**src/rtl/bus_arbiter_pkg.sv**
```systemverilog
// Shared definitions for the round-robin bus arbiter: request/grant polarity,
// FSM state encoding and master index type.
package bus_arbiter_pkg;

  localparam int NUM_MST = 4;

  // Requests and grants are active-low on the bus.
  localparam logic ENABLE  = 1'b0;
  localparam logic DISABLE = 1'b1;

  typedef enum logic {
    ST_IDLE  = 1'b0,
    ST_GRANT = 1'b1
  } arb_state_e;

  typedef logic [1:0] mst_idx_t;

  // Active-low grant vector with only the given master enabled.
  function automatic logic [NUM_MST-1:0] idx_to_grntn(input mst_idx_t idx);
    logic [NUM_MST-1:0] g;
    g      = '1;
    g[idx] = ENABLE;
    return g;
  endfunction

  // Active-high one-hot mask selecting the given master.
  function automatic logic [NUM_MST-1:0] idx_to_mask(input mst_idx_t idx);
    logic [NUM_MST-1:0] m;
    m      = '0;
    m[idx] = 1'b1;
    return m;
  endfunction

endpackage

```
**src/rtl/bus_arbiter_rr_pick.sv**
```systemverilog
// Combinational round-robin search: first active-low requester at or after
// start (wrapping 3 -> 0), skipping any master set in the exclude mask.
module rr_pick
  import bus_arbiter_pkg::*;
(
  input  logic [NUM_MST-1:0] reqn,
  input  mst_idx_t           start,
  input  logic [NUM_MST-1:0] excl,
  output mst_idx_t           idx,
  output logic               found
);

  mst_idx_t cand;

  always_comb begin
    idx   = '0;
    found = 1'b0;
    cand  = '0;
    for (int i = 0; i < NUM_MST; i++) begin
      // 2-bit addition wraps naturally modulo 4.
      cand = start + mst_idx_t'(i);
      if (!found && (reqn[cand] == ENABLE) && !excl[cand]) begin
        idx   = cand;
        found = 1'b1;
      end
    end
  end

endmodule

```
**src/rtl/bus_arbiter.sv**
```systemverilog
// Round-robin, non-preemptive bus arbiter with registered active-low grants
// and a one-shot hold-timeout pulse per grant.
//
// Handshake: a master requests by holding its m_reqn bit low and owns the bus
// from the edge its m_grntn bit goes low until the edge after it raises
// m_reqn; the grant is never withdrawn while the request stays low.
module bus_arbiter
  import bus_arbiter_pkg::*;
#(
  parameter int NUM_MASTER = 4,
  parameter int HOLD_LIMIT = 255
) (
  input  logic                  cpu_clk,
  input  logic                  cpu_rst,
  input  logic [NUM_MASTER-1:0] m_reqn,
  output logic [NUM_MASTER-1:0] m_grntn,
  output mst_idx_t              owner,
  output logic                  owner_vld,
  output logic                  hold_timeout,
  output arb_state_e            dbg_state
);

  localparam logic [7:0] HOLD_MAX = 8'(HOLD_LIMIT);

  arb_state_e            state_q, state_d;
  mst_idx_t              owner_q, owner_d;
  mst_idx_t              last_q;
  logic [7:0]            cnt_q, cnt_d;
  logic [NUM_MASTER-1:0] grntn_q, grntn_d;
  logic                  tout_q, tout_d;
  logic                  blank_q;
  logic                  new_grant;

  mst_idx_t              pick_start, pick_idx;
  logic [NUM_MST-1:0]    pick_excl;
  logic                  pick_found;

  rr_pick u_rr_pick (
    .reqn  (m_reqn),
    .start (pick_start),
    .excl  (pick_excl),
    .idx   (pick_idx),
    .found (pick_found)
  );

  // State register. blank_q suppresses granting in the first cycle after reset.
  always_ff @(posedge cpu_clk) begin
    blank_q <= cpu_rst;
    if (cpu_rst) begin
      state_q <= ST_IDLE;
      owner_q <= '0;
      last_q  <= 2'd3;
      cnt_q   <= '0;
      grntn_q <= '1;
      tout_q  <= 1'b0;
    end else begin
      state_q <= state_d;
      owner_q <= owner_d;
      if (new_grant) last_q <= owner_d;
      cnt_q   <= cnt_d;
      grntn_q <= grntn_d;
      tout_q  <= tout_d;
    end
  end

  // Next-state logic.
  always_comb begin
    state_d    = state_q;
    owner_d    = owner_q;
    new_grant  = 1'b0;
    pick_start = last_q + 2'd1;
    pick_excl  = '0;
    case (state_q)
      ST_IDLE: begin
        if (!blank_q && pick_found) begin
          state_d   = ST_GRANT;
          owner_d   = pick_idx;
          new_grant = 1'b1;
        end
      end
      ST_GRANT: begin
        pick_start = owner_q + 2'd1;
        pick_excl  = idx_to_mask(owner_q);
        if (m_reqn[owner_q] == DISABLE) begin
          if (pick_found) begin
            owner_d   = pick_idx;
            new_grant = 1'b1;
          end else begin
            state_d = ST_IDLE;
            owner_d = '0;
          end
        end
      end
      default: begin
        state_d = ST_IDLE;
        owner_d = '0;
      end
    endcase
  end

  // Output logic: next values of the registered outputs and hold counter.
  always_comb begin
    grntn_d = '1;
    cnt_d   = cnt_q;
    tout_d  = 1'b0;
    if (state_d == ST_GRANT) grntn_d = idx_to_grntn(owner_d);
    if (new_grant || (state_d == ST_IDLE)) begin
      cnt_d = '0;
    end else if (cnt_q != HOLD_MAX) begin
      cnt_d = cnt_q + 8'd1;
    end
    // Fires only on the transition into saturation, so once per grant.
    tout_d = (state_d == ST_GRANT) && !new_grant &&
             (cnt_q != HOLD_MAX) && (cnt_d == HOLD_MAX);
  end

  assign m_grntn      = grntn_q;
  assign owner        = owner_q;
  assign owner_vld    = (state_q == ST_GRANT);
  assign hold_timeout = tout_q;
  assign dbg_state    = state_q;

endmodule

```
**config.mk**
```make
export PLATFORM = sky130hd
export DESIGN_NAME = bus_arbiter
export DESIGN_NICKNAME = d
export VERILOG_FILES = /design/src/rtl/bus_arbiter_pkg.sv /design/src/rtl/bus_arbiter_rr_pick.sv /design/src/rtl/bus_arbiter.sv
export SDC_FILE = /design/constraint.sdc
export NUM_CORES = 1
export LEC_CHECK = 0
export CAP_MARGIN = 20
export CORE_MARGIN = 4
export CORE_UTILIZATION = 45
export CTS_CLUSTER_DIAMETER = 30
export CTS_CLUSTER_SIZE = 20
export DETAILED_ROUTE_END_ITERATION = 8
export GPL_TIMING_DRIVEN = 0
export PLACE_DENSITY = 0.67
export SETUP_SLACK_MARGIN = 0.2
export SKIP_LAST_GASP = 1
export SLEW_MARGIN = 25
export SYNTH_ARGS = -nofsm -noshare
export SYNTH_HDL_FRONTEND = slang
export SYNTH_SLANG_ARGS = --single-unit
export TNS_END_PERCENT = 10
```
**constraint.sdc**
```tcl
create_clock -name cpu_clk -period 4.9 [get_ports cpu_clk]
set_clock_uncertainty 0.05 [all_clocks]
set_input_delay 0.735 -clock cpu_clk [delete_from_list [all_inputs] [get_ports cpu_clk]]
set_output_delay 0.735 -clock cpu_clk [all_outputs]
set_load 0.01 [all_outputs]
```
# --- Yosys cells after proc, flatten, opt, wreduce, memory -nomap -nowiden ---
# Cells that the tools add are included.
classes:
  muxes: 44
  n_addsub: 6
  n_reduce_logical: 24
  n_eq_ne: 2
  bitwise: 7
  magnitude_cmp: 8
ops:
  columns: ["cell", "count"]
  rows:
  - ["two-way mux 1 bit", 19]
  - ["binary-select mux 1 bit (select 2 bit)", 9]
  - ["< comparator 2 x 3 -> 1 bit (second input constant)", 6]
  - ["two-way mux 2 bit", 8]
  - ["two-way mux 8 bit", 2]
  - ["logical AND 1 bit", 13]
  - ["logical NOT 1 bit", 9]
  - ["adder 8 x 1 -> 8 bit (second input constant)", 1]
  - ["equality test 8 bit (second input constant)", 1]
  - ["!= test 8 bit (second input constant)", 1]
  - ["adder 2 x 1 -> 2 bit (second input constant)", 3]
  - ["NOT 1 bit", 6]
  - ["adder 2 bit (second input constant)", 2]
  - ["demux 1 bit (select 2 bit)", 2]
  - ["greater-or-equal comparator 2 x 1 -> 1 bit (second input constant)", 2]
  - ["two-way mux 4 bit", 1]
  - ["NOT 4 bit", 1]
  - ["one-hot mux 1 bit (2 select lines)", 2]
  - ["one-hot mux 2 bit (2 select lines)", 1]
  - ["OR reduction 2 bit", 1]
  - ["logical OR 1 bit", 1]
totals:
  wordCells: 98
  regBits: 19

# --- Depth between registers and ports, before layout ---
logic_depth:
  word_depth: 30
  mapped_depth: 8
  mapped_depth_nobuf: 8

# --- Cells and area by module ---
# A second synthesis with hierarchy kept.
hier_totals:
  cells_unflattened: 126
  hier_area_um2: 1092.3
modules_own_cells:
  columns: ["module", "n_inst", "cells_each", "area_per_inst_um2"]
  rows:
  - ["bus_arbiter", 1, 110, 984.7]
  - ["rr_pick", 1, 16, 107.6]

# --- Worst setup path after synthesis ---
# Ideal clock, no wire load.
synth_timing:
  path_kind: "register to register"
  from: "register state_q, in the netlist dbg_state"
  to: "register grntn_q[2], in the netlist m_grntn[2]"
  slack_ps: 2519
  path_stages_with_launch: 8
  required_ps: 4723
  arrival_ps: 2204
  setup_ps: 127
  path_cell_list: "dfxtp_1 -> mux2i_4 -> mux2_4 -> and3_4 -> nor2_2 -> a22o_2 -> a21oi_2 -> or3b_1"
synth_via:
  elab_chain_len: 26
  word_cells_on_any_way: 65
  cone_classes: "3 x add/sub; 2 x order compare; 36 x mux; 7 x bitwise; 17 x reduce/logical"
synth_rtl:
  columns: ["item", "line_no", "rtl"]
  rows:
  - ["start: declaration", "bus_arbiter.sv:25", "arb_state_e state_q, state_d;"]
  - ["start signal: assignment", "bus_arbiter.sv:57", "state_q <= state_d;"]
  - ["parallel branches: the longest is 26 deep, another holds adder 2 x 1 -> 2 bit", null, null]
  - ["end signal: assignment", "bus_arbiter.sv:61", "grntn_q <= grntn_d;"]
  - ["end: declaration", "bus_arbiter.sv:29", "logic [NUM_MASTER-1:0] grntn_q, grntn_d;"]
# Parallel ways; which one is timed is not known. The select of a mux whose other input is x is not followed.
# A chain may end at the register's enable or synchronous reset.

# --- Worst setup path after layout ---
layout_timing:
  from: "input m_reqn[2]"
  to: "register grntn_q[2], in the netlist m_grntn[2]"
layout_via:
  elab_chain_len: 25
  word_cells_on_any_way: 49
  cone_classes: "2 x order compare; 28 x mux; 6 x bitwise; 13 x reduce/logical"
layout_rtl:
  columns: ["item", "line_no", "rtl"]
  rows:
  - ["start: declaration", "bus_arbiter.sv:15", "input logic [NUM_MASTER-1:0] m_reqn,"]
  - ["binary-select mux 1 bit (select 2 bit)", "bus_arbiter_rr_pick.sv:22", "if (!found && (reqn[cand] == ENABLE) && !excl[cand]) begin"]
  - ["two-way mux 1 bit (implied by the code)", "bus_arbiter_rr_pick.sv:22", null]
  - ["NOT 1 bit", "bus_arbiter_rr_pick.sv:22", null]
  - ["logical AND 1 bit", "bus_arbiter_rr_pick.sv:22", null]
  - ["two-way mux 1 bit", "bus_arbiter_rr_pick.sv:22", null]
  - ["logical NOT 1 bit", "bus_arbiter_rr_pick.sv:22", null]
  - ["logical AND 1 bit (2 in series)", "bus_arbiter_rr_pick.sv:22", null]
  - ["two-way mux 1 bit", "bus_arbiter_rr_pick.sv:22", null]
  - ["(+8 left out)", null, null]
  - ["two-way mux 2 bit / logical AND 1 bit (equally long branches)", "bus_arbiter.sv:85, bus_arbiter.sv:75", null]
  - ["two-way mux 2 bit, on equally long branches", "bus_arbiter.sv:84, bus_arbiter.sv:75", null]
  - ["one-hot mux 2 bit (2 select lines)", "bus_arbiter.sv:73", "case (state_q)"]
  - ["< comparator 2 x 3 -> 1 bit (implied by the code) / greater-or-equal comparator 2 x 1 -> 1 bit (equally long branches)", "bus_arbiter_pkg.sv:22", "g[idx] = ENABLE;"]
  - ["logical AND 1 bit (implied by the code)", "bus_arbiter_pkg.sv:22", null]
  - ["two-way mux 1 bit (implied by the code)", "bus_arbiter_pkg.sv:22", null]
  - ["demux 1 bit (select 2 bit)", "bus_arbiter_pkg.sv:22", null]
  - ["NOT 4 bit (no source line)", null, null]
# Parallel ways exist; a longest one is shown, timed or not. The select of a mux whose other input is x is not followed.

==> metrics.txt <==
Critical Path End Type flip-flop; Net Sw Power approximately 0.14 mW; ratio of cells with drive above 1 in the final layout 13.0%; period utilisation layout a little over half; ANT nets after route 0; Antenna diodes 0; RSZ-0062 raised after global routing false; Reg power frac a little over two fifths; area grow syn2layout 17.5%; Hold EP hold_timeout; post-DR wirelength/cell 13.2 um; Async S/R FF share, synth 0%; # DRC 0; initial antenna violation count 0; worst skew pair latency 0.29 ns; final setup fails 0; Post-Syn Instances roughly 140; Worst Reg-to-Reg Cells 8; Slew Viols, Final 0; combinational share of power about 38%; Period minus WS final between 2 and 3 ns; crit path max fanout 8; distinct cell type count after synthesis 44; power per cell area between 300 and 400 nW/um2; clock buffer depth 2; initial drt markers 15; Clock H-tree levels 1; initial cell density of the core 47.0%; LEAKAGE ~0.51 nW; routed wl met3 95 um; register bit total from synthesis 19; met2 routed WL between 1 and 1.5 mm; GR Overflow Total 0; setup_tns 0 ns; via density per instance 5.60; crit path DAT ~2.8 ns; worst r2r src dbg_state; Total Wirelength between 2 and 2.5 mm; Core Area around 2500 um2; Slew @ Worst Pin 0.601 ns; final hold vios 0; hold_sp cnt_q[5]; syn_nets around 140; CTS tree done; chip height slightly below 60 um; DRT Pass-1 Iters 4; Sw Share 33.8%; largest net degree at the start of global routing 11; Fmax about 370 MHz; Resize count post-CTS 0; Crit Path Category primary input to flip-flop; CTS clk-pin slew, worst paths roughly 0.10 ns; IO Pins 15; Seq/Total Area, Yosys about a third; DR vias roughly 1000; Max Cap Viol 0; Worst slew margin a little under 60%; gr usage total around 16%; Final Wtd Congestion about 0.9; # rows 18; Worst EP required a little over 5 ns; Post-synth top flop dfxtp_1; die width around 59 um; Min-Delay Path Depth 1; synthesized area roughly 1200 um2; WL met1 about 1.1 mm; # hold bufs at CTS 0; vias in the first global route 987; min-delay worst type flip-flop to flip-flop; status complete, no violations; internal cell power between 0.2 and 0.3 mW; IO buf count 14; setup bufs post-CTS 0; Reg2Reg Setup Slack between 2 and 2.5 ns; DR top layer met4; cts bufs inserted 3; Post-synth EDFFs 0; clock power share a little under a fifth; commonest cells after routing, fill and taps aside 19 x nor2_1, 19 x dfxtp_1, 14 x clkdlybuf4s50_1; clk sinks 19; R2R Path End m_grntn[2]; Yosys warnings 0; first-pass GRT wire length around 4.3 mm; die footprint approximately 3500 um2; Critical Path Start Type primary input; VDD IR max 0.000202 V; Min Hold Slack between 0.4 and 0.5 ns; hpwl dp about 1.9 mm; Nets 162; Avg Synthesized Cell Area around 8.6 um2; Root Driver clkbuf_4
==> per-stage QoR <==
step           utilization [%]  instances  area, um2  total power, mW  worst slack (ns)
2_1_floorplan                -        136       1160            0.294              2.52
3_3_place_gp              54.2        180       1340            0.334              2.02
3_5_place_dp              54.2        180       1340            0.338              1.96
4_1_cts                   55.3        184       1370            0.418              2.28
5_1_grt                   55.3        184       1370            0.441              2.12
6_report                  55.3        184       1370            0.413              2.23
==> logic make-up (layout without fill, tap and decap cells) <==
logic type,count (synthesis),count (layout),synth area share [%]
xor gates and xnor gates,5,5,3.76
adders and majority gates,1,1,1.07
DFF,19,19,32.7
AOI/OAI and AO/OA,29,29,19.7
muxes,14,14,14.2
buffers and inverters,9,27,3.87
and+or+nand+nor,59,59,24.8
==> cells in the mapped netlist (2+ instances only) <==
cell	instances	area, um2
o211ai_1	2	15.0
xor2_1	3	26.3
nand3_1	4	20.0
nor3_1	4	20.0
nand2b_1	3	18.8
mux2i_1	8	80.1
xnor2_1	2	17.5
nor4_1	2	12.5
a21oi_1	7	35.0
nor2_1	19	71.3
nor2b_1	2	12.5
o21ai_0	7	35.0
and2b_1	2	15.0
nand2_1	13	48.8
and2_1	3	18.8
dfxtp_1	19	380
inv_1	6	22.5
and3_1	2	12.5
mux2_2	3	33.8
==> power groups by stage <==
stage	registers [mW]	logic (mW)	clock network, mW
2_1_floorplan	0.185	0.109	0
3_3_place_gp	0.183	0.150	0
3_5_place_dp	0.184	0.154	0
4_1_cts	0.181	0.155	0.0829
5_1_grt	0.183	0.170	0.0888
6_report	0.180	0.156	0.0774
==> how the worst max path moves through the flow <==
| stage | from | to | cells after the start |
|---|---|---|---|
| 2_1_floorplan | dbg_state | m_grntn[2] | 7 |
| 3_3_place_gp | m_reqn[2] | m_grntn[2] | 7 |
| 3_5_place_dp | m_reqn[2] | m_grntn[2] | 7 |
| 4_1_cts | m_reqn[2] | m_grntn[2] | 7 |
| 5_1_grt | m_reqn[2] | m_grntn[2] | 7 |
| 6_report | m_reqn[2] | m_grntn[2] | 7 |
==> state kept, by name, summed over array words and instances, names as in the netlist <==
signal and flops:
owner 2, last_q 2, cnt_q 8, blank_q 1, m_grntn 4, hold_timeout 1
dbg_state 1
==> critical path, stage by stage <==
cell	delay [ns]
clkdlybuf4s50_1	0.63
mux2i_1	0.15
mux2i_1	0.32
o21ai_4	0.13
a22oi_1	0.34
o21bai_2	0.14
or3b_1	0.36
==> cell type report <==
| cell class | instances | area (um2) |
|---|---|---|
| Multi-Input combinational cell | 108 | 739 |
| Buffer | 3 | 22.5 |
| Inverter | 6 | 22.5 |
| Fill cell | 234 | 1110 |
| Sequential cell | 19 | 380 |
| Tap cell | 30 | 37.5 |
| Timing Repair Buffer | 14 | 140 |
| Clock buffer | 4 | 26.3 |
==> layer usage <==
layer / up-vias / global-route usage, %
li1: 522 / -
met1: 481 / 17.5
met2: 24 / 29.0
met3: 4 / 3.73
met4: 0 / 5.83
met5: - / 0
Power figures use the tool's default switching activity.
==> patch: new RTL, config.mk and constraints unchanged <==
`ENABLE`: 1'b0 -> 1'b1.
--- a/src/rtl/bus_arbiter_pkg.sv
+++ b/src/rtl/bus_arbiter_pkg.sv
@@ -5,7 +5,7 @@
   localparam int NUM_MST = 4;
 
   // Requests and grants are active-low on the bus.
-  localparam logic ENABLE  = 1'b0;
+  localparam logic ENABLE  = 1'b1;
   localparam logic DISABLE = 1'b1;
 
   typedef enum logic {
Formal check against the unedited RTL: not equivalent (Yosys sat finds a counterexample within 4 cycles, from zero or initial values and one cycle with cpu_rst high).
==> patch against the original RTL <==
- count of clock-buffer cells in the layout did not move
- sequential power down 19%
- worst setup slack improved by 290 ps
- area after synthesis shrank 16%
- cell area is 16% lower
- power is 18% lower
- synthesized cell count fell by 23%
- sequential cell count shrank 4
- routed wire length shrank 24%
- critical path type unchanged
- critical endpoint is now hold_timeout$_SDFF_PP0_
==> patch: results <==
{
  "outcome": "completed",
  "firstDrtPassIters": 4,
  "buffers": 16,
  "multi_input_gates": 85,
  "ys_seq_area_share_pct": 30.7,
  "clk_pin_slew_ps": 80,
  "post-cts-setup-buffer-count": 0,
  "crit_family": "simple AND/OR/NAND/NOR gates",
  "io_buffers": 10,
  "grt_usage_pct": 15.7,
  "num_vias": 805,
  "reg2reg_slack_ps": 2820,
  "synth_compound_area_share_pct": 18.9,
  "seq_power_share_pct": 43.2,
  "synthTopCellsByArea": "dfxtp_1 (31%), nor2_1 (6.9%), mux2i_4 (4.6%), mux4_2 (4.6%), o32a_4 (4.6%)",
  "post-route-util_pct": 56.9,
  "p_sw_share_pct": 33.3,
  "ys_types": 37,
  "grt_pass1_vias": 730,
  "critPathMaxStageDelay_ps": 550,
  "synthAdderAreaFrac_pct": 1.28,
  "fillers": 195,
  "nNetsFinal": 130,
  "place_area_sq_um": 1120,
  "synthArstFlopShare_pct": 0,
  "dp_slack_ps": 2260,
  "nonClkBufAreaFrac_pct": 12.3,
  "multiInputGateArea_sq_um": 641,
  "drt_iter0_markers": 20,
  "p_leak_uw": 0.000403,
  "path_max_fanout": 8,
  "period_share_pct": 48.5,
  "rows": 16,
  "dp_hpwl_um": 1460,
  "avgRoutedWirePerCell_um": 12.4,
  "p_clk_share_pct": 20.7,
  "power_density_nw_per_um2": 294,
  "clk_share_pct": 2.29,
  "grt_pass1_wl_um": 3370,
  "nonClockInverterCount": 2,
  "slowest_stage": "mux4_2",
  "irDropWorstVdd_v": 0.000213,
  "crit_start": "m_reqn[3]",
  "dpl.cell_count": 145,
  "synthTopCellsByCount": "nor2_1 (18), dfxtp_1 (15), nand2_1 (8), nand3_1 (6), o21ai_0 (6)",
  "seq_share_pct": 26.1,
  "nFlopsAndLatches": 15,
  "worst_hold_slack_ps": 494,
  "drt_wl_total_um": 1850,
  "drive_gt1_share_pct": 14.8,
  "syn_inst": 105,
  "clkLatencyLatePin_ps": 280,
  "cp.arrival_ps": 2510,
  "synth_xor_xnor_area_share_pct": 5.37,
  "hp-start": "cnt_q[7]$_SDFF_PP0_",
  "synth_mux_area_share_pct": 14.5,
  "place.gp.congestion": 0.827
}
## patch: changes by cell type in the layout (fill, tap and decap cells not counted), sizes merged, moves of 4 or more
cell | before | now
dfxtp | 19 | 15
clkdlybuf4s50 | 14 | 10
a21oi | 9 | 2
mux2i | 10 | 6
nand2 | 13 | 8
inv | 6 | 2
conb | 0 | 4
## patch: final timing paths
| path | end | cells past startpoint |
|---|---|---|
| setup / recovery | hold_timeout$_SDFF_PP0_ | 5 |
| hold / removal | cnt_q[7]$_SDFF_PP0_ | 2 |
| setup reg to reg | last_q[1]$_SDFFE_PP1P_ | 6 |
| hold reg to reg | cnt_q[7]$_SDFF_PP0_ | 2 |
## patch: routing by layer
metal | part of all wire, % | track usage [%] | wire [um]
met1 | 49 | 22.0 | 915
met2 | 43 | 22.4 | 798
met3 | 6.9 | 5.72 | 127
met4 | 0.54 | 3.73 | 10
met5 | 0 | 0 | 0
## patch: worst min-delay path, cell delays in order, from the launching register on
cell and delay [ps]:
dfxtp_1 340, nor2_1 110, nor3b_1 50
